===== config.mk =====
export PLATFORM = sky130hd
export DESIGN_NAME = lsu_mem_port
export DESIGN_NICKNAME = d
export VERILOG_FILES = /design/src/rtl/lsu_mem_port.sv
export SDC_FILE = /design/constraint.sdc
export NUM_CORES = 1
export LEC_CHECK = 0
export BUFFER_PORTS_ARGS = -buffer_cell sky130_fd_sc_hd__buf_2
export CAP_MARGIN = 5
export CORE_MARGIN = 2
export CORE_UTILIZATION = 47
export DETAILED_ROUTE_END_ITERATION = 10
export PLACE_DENSITY = 0.67
export SYNTH_ARGS = -nofsm -noshare
export SYNTH_HDL_FRONTEND = slang
export SYNTH_SLANG_ARGS = --single-unit

===== constraint.sdc =====
create_clock -name clk -period 2.51 [get_ports clk]
set_input_delay 0.251 -clock clk [delete_from_list [all_inputs] [get_ports clk]]
set_output_delay 0.251 -clock clk [all_outputs]
set_load 0.01 [all_outputs]

===== src/rtl/lsu_mem_port.sv =====
// Load/store unit between execute and a single-port data memory: handshakes one
// request at a time, splits boundary-crossing accesses into two beats and extends load data.
module lsu_mem_port #(
    parameter int unsigned XLEN          = 32,
    parameter int unsigned ADDR_W        = 32,
    parameter bit          MISALIGNED_EN = 1'b1
) (
    input  logic              clk,
    input  logic              rst,
    input  logic              req_valid,
    output logic              req_ready,
    input  logic              req_store,
    input  logic [2:0]        req_funct3,
    input  logic [ADDR_W-1:0] req_addr,
    input  logic [XLEN-1:0]   req_wdata,
    output logic              rsp_valid,
    output logic [XLEN-1:0]   rsp_rdata,
    output logic              rsp_err,
    output logic              mem_cs,
    output logic              mem_wr,
    output logic [ADDR_W-1:0] mem_addr,
    output logic [XLEN/8-1:0] mem_mask,
    output logic [XLEN-1:0]   mem_wdata,
    input  logic              mem_ready,
    input  logic [XLEN-1:0]   mem_rdata
);
    localparam int unsigned NB    = XLEN / 8;
    localparam int unsigned OFF_W = $clog2(NB);

    typedef enum logic [2:0] {IDLE, BEAT0, BEAT1, WAIT, RESP} state_t;

    state_t state, state_nxt;

    logic              store_q;
    logic [2:0]        f3_q;
    logic [OFF_W-1:0]  off_q;
    logic              split_q;
    logic [ADDR_W-1:0] b1_addr;
    logic [NB-1:0]     b1_mask;
    logic [XLEN-1:0]   b1_data;
    logic [XLEN-1:0]   rd0_q;
    logic              b1_first;

    function automatic logic legal_f(input logic st, input logic [2:0] f3);
        logic ok;
        ok = 1'b0;
        if (st) begin
            ok = !f3[2] && ((f3[1:0] != 2'b11) || (XLEN == 64));
        end else begin
            case (f3)
                3'b000, 3'b001, 3'b010, 3'b100, 3'b101: ok = 1'b1;
                3'b011, 3'b110:                          ok = (XLEN == 64);
                default:                                 ok = 1'b0;
            endcase
        end
        return ok;
    endfunction

    // Request decode, only ever sampled into registers on accept
    logic [3:0]          size_b;
    logic [OFF_W-1:0]    off;
    logic                split_c;
    logic                misal_c;
    logic                err_c;
    logic                accept;
    logic [XLEN-1:0]     wdata_m;
    logic [2*XLEN-1:0]   wide;
    logic [2*NB-1:0]     wide_mask;
    logic [ADDR_W-1:0]   beat0_addr;

    assign size_b     = 4'd1 << req_funct3[1:0];
    assign off        = req_addr[OFF_W-1:0];
    assign split_c    = (5'(off) + 5'(size_b)) > 5'(NB);
    assign misal_c    = |(4'(req_addr) & (size_b - 4'd1));
    assign err_c      = !legal_f(req_store, req_funct3) || (!MISALIGNED_EN && misal_c);
    assign req_ready  = (state == IDLE) && !rst;
    assign accept     = req_valid && req_ready;
    assign wdata_m    = req_wdata & ~({XLEN{1'b1}} << {size_b, 3'b000});
    assign wide       = {{XLEN{1'b0}}, wdata_m} << {off, 3'b000};
    assign wide_mask  = ~({(2*NB){1'b1}} << size_b) << off;
    assign beat0_addr = {req_addr[ADDR_W-1:OFF_W], {OFF_W{1'b0}}};

    // Load alignment and extension from the latched request
    logic [3:0]        size_q_b;
    logic [6:0]        nbits_q;
    logic [XLEN-1:0]   keep;
    logic [2*XLEN-1:0] cat;
    logic [XLEN-1:0]   lo;
    logic              sign;
    logic [XLEN-1:0]   ext;

    assign size_q_b = 4'd1 << f3_q[1:0];
    assign nbits_q  = {size_q_b, 3'b000};
    assign keep     = ~({XLEN{1'b1}} << nbits_q);
    assign cat      = split_q ? {mem_rdata, rd0_q} : {{XLEN{1'b0}}, mem_rdata};
    assign lo       = XLEN'(cat >> {off_q, 3'b000});
    assign sign     = |(lo & (keep ^ (keep >> 1)));
    assign ext      = (lo & keep) | ((sign && !f3_q[2]) ? ~keep : {XLEN{1'b0}});

    always_ff @(posedge clk) begin
        if (rst) state <= IDLE;
        else     state <= state_nxt;
    end

    always_comb begin
        state_nxt = state;
        case (state)
            IDLE:  if (req_valid) state_nxt = err_c ? RESP : BEAT0;
            BEAT0: if (mem_ready) begin
                       if (split_q)      state_nxt = BEAT1;
                       else if (store_q) state_nxt = RESP;
                       else              state_nxt = WAIT;
                   end
            BEAT1: if (mem_ready) state_nxt = store_q ? RESP : WAIT;
            WAIT:  state_nxt = RESP;
            RESP:  state_nxt = IDLE;
            default: state_nxt = IDLE;
        endcase
    end

    // Beat outputs are loaded ahead of the state that presents them and held while stalled
    always_ff @(posedge clk) begin
        if (rst) begin
            rsp_valid <= 1'b0;
            rsp_rdata <= '0;
            rsp_err   <= 1'b0;
            mem_cs    <= 1'b1;
            mem_wr    <= 1'b1;
            mem_addr  <= '0;
            mem_mask  <= '0;
            mem_wdata <= '0;
            store_q   <= 1'b0;
            f3_q      <= '0;
            off_q     <= '0;
            split_q   <= 1'b0;
            b1_addr   <= '0;
            b1_mask   <= '0;
            b1_data   <= '0;
            rd0_q     <= '0;
            b1_first  <= 1'b0;
        end else begin
            rsp_valid <= (state_nxt == RESP);
            rsp_err   <= accept && err_c;
            rsp_rdata <= (state == WAIT) ? ext : '0;
            mem_cs    <= !((state_nxt == BEAT0) || (state_nxt == BEAT1));
            b1_first  <= (state == BEAT0) && mem_ready && split_q;
            if (accept) begin
                store_q <= req_store;
                f3_q    <= req_funct3;
                off_q   <= off;
                split_q <= split_c;
                b1_addr <= beat0_addr + ADDR_W'(NB);
                b1_mask <= req_store ? wide_mask[2*NB-1:NB] : {NB{1'b1}};
                b1_data <= req_store ? wide[2*XLEN-1:XLEN] : '0;
                if (!err_c) begin
                    mem_addr  <= beat0_addr;
                    mem_wr    <= !req_store;
                    mem_mask  <= req_store ? wide_mask[NB-1:0] : {NB{1'b1}};
                    mem_wdata <= req_store ? wide[XLEN-1:0] : '0;
                end
            end
            if ((state == BEAT0) && mem_ready && split_q) begin
                mem_addr  <= b1_addr;
                mem_mask  <= b1_mask;
                mem_wdata <= b1_data;
            end
            if ((state == BEAT1) && b1_first) rd0_q <= mem_rdata;
        end
    end
endmodule


# Word-level counts from Yosys, hierarchy flattened
# Cells that the tools add are included.
# W data, S select, Z words.
dict set report totals {
  ff_bits 215
  word_cells 98
  in_bits 104
  output_inout_bits 105
}
dict set report op_classes {
  order_cmp 1
  reduce_logical 24
  n_eq_ne 11
  n_bitwise 10
  shifts 8
  n_addsub 2
  muxes 24
}
# op count
set ops {}
lappend ops {{$mux W32} 9}
lappend ops {{$and A32 B32 Y32} 3}
lappend ops {{$not A32 Y32} 3}
lappend ops {{$mux W64} 1}
lappend ops {{$shl A32 B5 Y64} 1}
lappend ops {{$shl A32 B7 Y32 const A} 2}
lappend ops {{$shr A64 B5 Y32} 1}
lappend ops {{$add A32 B3 Y32 const B} 1}
lappend ops {{$or A32 B32 Y32} 1}
lappend ops {{$reduce_or A32 Y1} 1}
lappend ops {{$xor A32 B31 Y32} 1}
lappend ops {{$mux W4} 5}
lappend ops {{$mux W3} 6}
lappend ops {{$eq A3 B2 Y1 const B} 4}
lappend ops {{$pmux W3 S4} 1}
lappend ops {{$eq A3 B1 Y1 const B} 3}
lappend ops {{$eq A3 B3 Y1 const B} 3}
lappend ops {{$logic_and A1 B1 Y1} 8}
lappend ops {{$not A8 Y8} 1}
lappend ops {{$shl A1 B2 Y4 const A} 2}
lappend ops {{$shl A8 B2 Y8} 1}
lappend ops {{$shl A8 B4 Y8 const A} 1}
lappend ops {{$logic_not A1 Y1} 6}
lappend ops {{$logic_not A3 Y1} 2}
lappend ops {{other kinds (10)} 13}

# Logic depth before layout (Yosys ltp)
dict set report logic_depth {
  depth_word 10
  ltp_mapped 10
}

# Least setup slack after synthesis
# No wires, ideal clock.
dict set report synth_timing {
  path_kind {input -> register}
  start {input req_funct3[1]}
  end {register split_q}
  t_required_ps 2378
  arrival_time_ps 2108
  path_slack_ps 270
  n_path_buf 3
  cell_stages 9
  setup_time_ps 132
  cell_sequence {clkbuf_1 > clkbuf_1 > buf_1 > nor2b_1 > fa_1 > nor2_1 > o21ai_0 > a211oi_1 > nor3_1}
}
dict set report synth_via {
  elab_chain_cells 3
}
# element line
set synth_lines {}
lappend synth_lines {{start: declaration} 13} ;# input logic [2:0] req_funct3,
lappend synth_lines {{$shl A1 B2 Y4} 71} ;# assign size_b = 4'd1 << req_funct3[1:0];
lappend synth_lines {{$add A2 B4 Y5} 73} ;# assign split_c = (5'(off) + 5'(size_b)) > 5'(NB);
lappend synth_lines {{$gt A5 B3 Y1} 73}
lappend synth_lines {{end signal: assignment} 151} ;# split_q <= split_c;
lappend synth_lines {{end: declaration} 37} ;# logic split_q;
# No other way between the ends.
# A chain may end at the register's enable or synchronous reset.

# Final worst setup path
dict set report layout_timing {
  start {register split_q}
  end {register rsp_rdata[24]}
}
dict set report layout_via {
  elab_chain_cells 7
  word_cells_on_any_way 8
  cone_classes {shift: 1; mux: 2; bitwise: 3; reduce/logical: 2}
}
# element line
set layout_lines {}
lappend layout_lines {{$mux W64 (*)} 95} ;# assign cat = split_q ? {mem_rdata, rd0_q} : {{XLEN{1'b0}}, mem_rdata};
lappend layout_lines {{$shr A64 B5 Y32 (*)} 96} ;# assign lo = XLEN'(cat >> {off_q, 3'b000});
lappend layout_lines {{$and A32 B32 Y32} 97} ;# assign sign = |(lo & (keep ^ (keep >> 1)));
lappend layout_lines {{$reduce_or A32 Y1} 97}
lappend layout_lines {{$logic_and A1 B1 Y1} 98} ;# assign ext = (lo & keep) | ((sign && !f3_q[2]) ? ~keep : {XLEN{1'b0}});
lappend layout_lines {{$mux W32} 98}
lappend layout_lines {{$or A32 B32 Y32 (*)} 98}
lappend layout_lines {{end signal: assignment} 144} ;# rsp_rdata <= (state == WAIT) ? ext : '0;
lappend layout_lines {{end: declaration} 17} ;# output logic [XLEN-1:0] rsp_rdata,
# Mark *: on every way between the ends. The rest lies on a longest branch, timed or not.

==> impl_metrics.ini <==
[synthesis]
ys_warn_count = 0
synth_seq_area_share = 0.400
synth-edff-count = 0
synth-async-reset-ratio = 0
synth_cell_types = 63
synthTopCellsByCount = 203 x sky130_fd_sc_hd__dfxtp_1, 142 x sky130_fd_sc_hd__nand2_1, 93 x sky130_fd_sc_hd__nor2_1
netlist_top_cells_area = sky130_fd_sc_hd__dfxtp_1 40%, sky130_fd_sc_hd__mux2i_1 6.8%, sky130_fd_sc_hd__nand2_1 5.2%
synth_top_area_frac = 0.400
synth-seq-cells = 203
netlist_instances = 1161
post-synth-top-count-cell = sky130_fd_sc_hd__dfxtp_1
synth_largest_area_cell = sky130_fd_sc_hd__dfxtp_1
synthFlopType = sky130_fd_sc_hd__dfxtp_1
netlist_area_mm2 = 0.0102
postSynthAreaPerCell_um2 = 8.75

[critical_path]
r2r_end = rsp_rdata[24]$_SDFF_PP0_
cpLargestDelayFamily = simple AND/OR/NAND/NOR gates
r2r.worst_path.cells = 4
startpoint_type = flip-flop
critical_path_peak_fanout = 16
r2r-start = split_q$_SDFFE_PP0P_
criticalPathCategory = flip-flop to flip-flop
cpMaxStageDelayCell = sky130_fd_sc_hd__nor2_1
critical_path_arrival_ns = 2.44
critPathRequiredTime_ns = 2.85
worstSetupEndpointType = flip-flop
cp_num_buf_inv = 0
critical_path.max_stage_delay_ns = 0.63
reg_to_reg_setup_timing_slack_ns = 0.42
crit_chain = nor2_1, a22oi_1, nand4_1, o211ai_1

[floorplanning]
floorplan.die_area_mm2 = 0.0228
floorplan.io_pins = 209
dieWidth_um = 151
placementRows = 53
initial_core_util = 0.480
core_area_mm2 = 0.0212
die_height_um = 151

[clock_network]
clkSlewWorstSetupHoldPaths_ns = 0.06
clk-insertion-delay-late_ns = 0.51
number_of_gates_resized_after_cts = 0
clock_tree.htree_level_count = 1
cts_tree = built
tritoncts.num_buffers = 23
clockRootBuffer = sky130_fd_sc_hd__clkbuf_16
ctsLongestPathBuffers = 3
cts_sinks = 203
post_cts_buffers = 0

[global_route]
grtUsageTotal = 0.259
antenna_found_initial = 5
grt.met2_usage = 0.395
grt_first_pass_wirelength_um = 47500
grt_max_degree = 65
global_route.usage.met3 = 0.0533
via_count_of_the_first_global_routing_pass = 8825
grt.overflow.total = 0
grt_util_met1 = 0.365
globalRoute.busiestLayer = met2

[routing]
detail_route.drc_violations = 0
routed_wl_um = 30000
viasPerCell = 5.91
wl_per_cell_um = 18.4
drtAntennaViolNets = 0
drt_pass1_iterations = 6
detailroute.via_count = 9638
detailedRoute.firstIterationViolations = 717

[timing]
final.setup_skew_ns = 0.0150
final.min_clock_period_ns = 2.09
final-hold-violation-count = 0
timing.final.setup_violations = 0
post-route-period-util = 0.834
worst-slew-pin-transition_ns = 0.795
hold-worst-slack_ns = 0.0178
final_max_slew_viol_count = 0
grt_setup_unrepaired = false
max_slew_margin = 0.468
fin_setup_tns_ns = 0
fmax_mhz = 478

[layout]
final_cells = 1631
fill_cells = 1916
syn_to_final_growth_pct = 21.4
fin_nets = 1443
drive_gt1_frac = 0.251

[power_and_ir_drop]
worst_ir_drop_vdd_mv = 0.509
p_leak_nw = 4.90
power_frac_seq = 0.413
switching_share = 0.281
comb_power_share = 0.187
power.switching_mw = 2.39
power_density_mw_per_mm2 = 690
power.share.clock = 0.400
internal_power_mw = 6.12

[place]
place_congestion = 0.902
dpl.hpwl_um = 20700
io_buffer_count = 206
dpl.cell_count = 1576

[hold_path]
timing.hold.worst_path_depth = 3
holdPathEnd = rd0_q[23]$_SDFFE_PP0P_
timing.hold.worst.class = primary input to flip-flop
worstHoldStart = mem_rdata[23]

[outcome]
outcome = completed

[flow_run]
max-cap-violations = 0
==> state kept, by name, summed over array words and instances, names as in the netlist, 2 cells and up <==
name / cells
mem_wdata: 32
rd0_q: 32
rsp_rdata: 32
b1_addr: 30
mem_addr: 30
b1_data: 24
b1_mask: 4
mem_mask: 4
f3_q: 3
state: 3
off_q: 2
==> area by class of cell <==
type | instances | area [µm²] | share of cell area
antenna | 7 | 17.5 | 0.00142
clock buffer | 28 | 624 | 0.0506
clock inverter | 11 | 134 | 0.0109
inverter | 7 | 26.3 | 0.00213
multi-input combinational | 842 | 5640 | 0.457
sequential | 203 | 4070 | 0.330
tap | 275 | 344 | 0.0279
timing repair buffer | 258 | 1480 | 0.120
==> worst reg2reg max path: cells and delay by family, from the launching register on <==
| family | cells | cell delay, ns |
|---|---|---|
| AND/OR/NAND/NOR | 2 | 1.15 |
| AO/OA/AOI/OAI | 2 | 0.42 |
| flip-flops | 1 | 0.35 |
==> metal layers <==
metal / vias to the layer above / part of all wire
met5: - / 0
met2: 453 / 0.44
met4: 0 / 0.024
met3: 51 / 0.099
met1: 4480 / 0.44
li1: 4654 / -
==> cell usage in the layout, fill, tap and decap left out, types with 24 or more instances in the layout <==
cell type                    n
sky130_fd_sc_hd__o21ai_0    40
sky130_fd_sc_hd__o211ai_1   25
sky130_fd_sc_hd__nor3_1     25
sky130_fd_sc_hd__mux2i_1    69
sky130_fd_sc_hd__dfxtp_1   201
sky130_fd_sc_hd__a21oi_1    69
sky130_fd_sc_hd__a22o_1     24
sky130_fd_sc_hd__a211oi_1   50
sky130_fd_sc_hd__a22oi_1    30
sky130_fd_sc_hd__nand2_1   142
sky130_fd_sc_hd__buf_4      41
sky130_fd_sc_hd__buf_2     205
sky130_fd_sc_hd__nor2_1     93
==> worst max path at each step <==
stage                          from                  endpoint  slack [ns]  depth (start not counted)
6_report       split_q$_SDFFE_PP0P_  rsp_rdata[24]$_SDFF_PP0_        0.42                          4
5_1_grt        split_q$_SDFFE_PP0P_  rsp_rdata[29]$_SDFF_PP0_        0.26                          4
4_1_cts        split_q$_SDFFE_PP0P_  rsp_rdata[24]$_SDFF_PP0_        0.44                          4
3_5_place_dp          req_funct3[0]      split_q$_SDFFE_PP0P_        0.28                          9
3_3_place_gp          req_funct3[0]      split_q$_SDFFE_PP0P_        0.29                          9
2_1_floorplan         req_funct3[1]      split_q$_SDFFE_PP0P_        0.27                          9
==> power groups by stage <==
stage | Sequential, mW | Clock [mW] | Combinational, mW
after floorplan | 3.59 | 0 | 1.01
after global placement | 3.58 | 0 | 1.54
after detailed placement | 3.58 | 0 | 1.55
after CTS | 3.52 | 3.47 | 1.57
after global routing | 3.54 | 3.61 | 1.74
final | 3.52 | 3.40 | 1.59
==> through the flow <==
stage / util / cell area [µm²] / power, mW / worst slack, ns
after floorplan: - / 10200 / 4.60 / 0.270
after global placement: 0.542 / 11500 / 5.12 / 0.290
after detailed placement: 0.542 / 11500 / 5.14 / 0.279
after CTS: 0.582 / 12300 / 8.56 / 0.445
after global routing: 0.583 / 12300 / 8.89 / 0.264
final: 0.583 / 12300 / 8.51 / 0.416
==> cells by family (layout without fill, tap and decap cells) <==
group,Yosys count,count (layout),share of synthesized area
xor gates and xnor gates,11,11,0.00948
AOI/OAI and AO/OA,329,329,0.227
buffers and inverters,117,304,0.0467
muxes,106,106,0.124
adders and majority gates,4,4,0.00566
DFF,203,203,0.400
and+or+nand+nor,390,390,0.187
other,1,9,0.000369
==> timing repair <==
item	in CTS	in global routing
endpoints found under the setup margin	0	0
hold buffers	9	0
hold endpoints to repair	9	0
(Power assumes the default switching activity.)
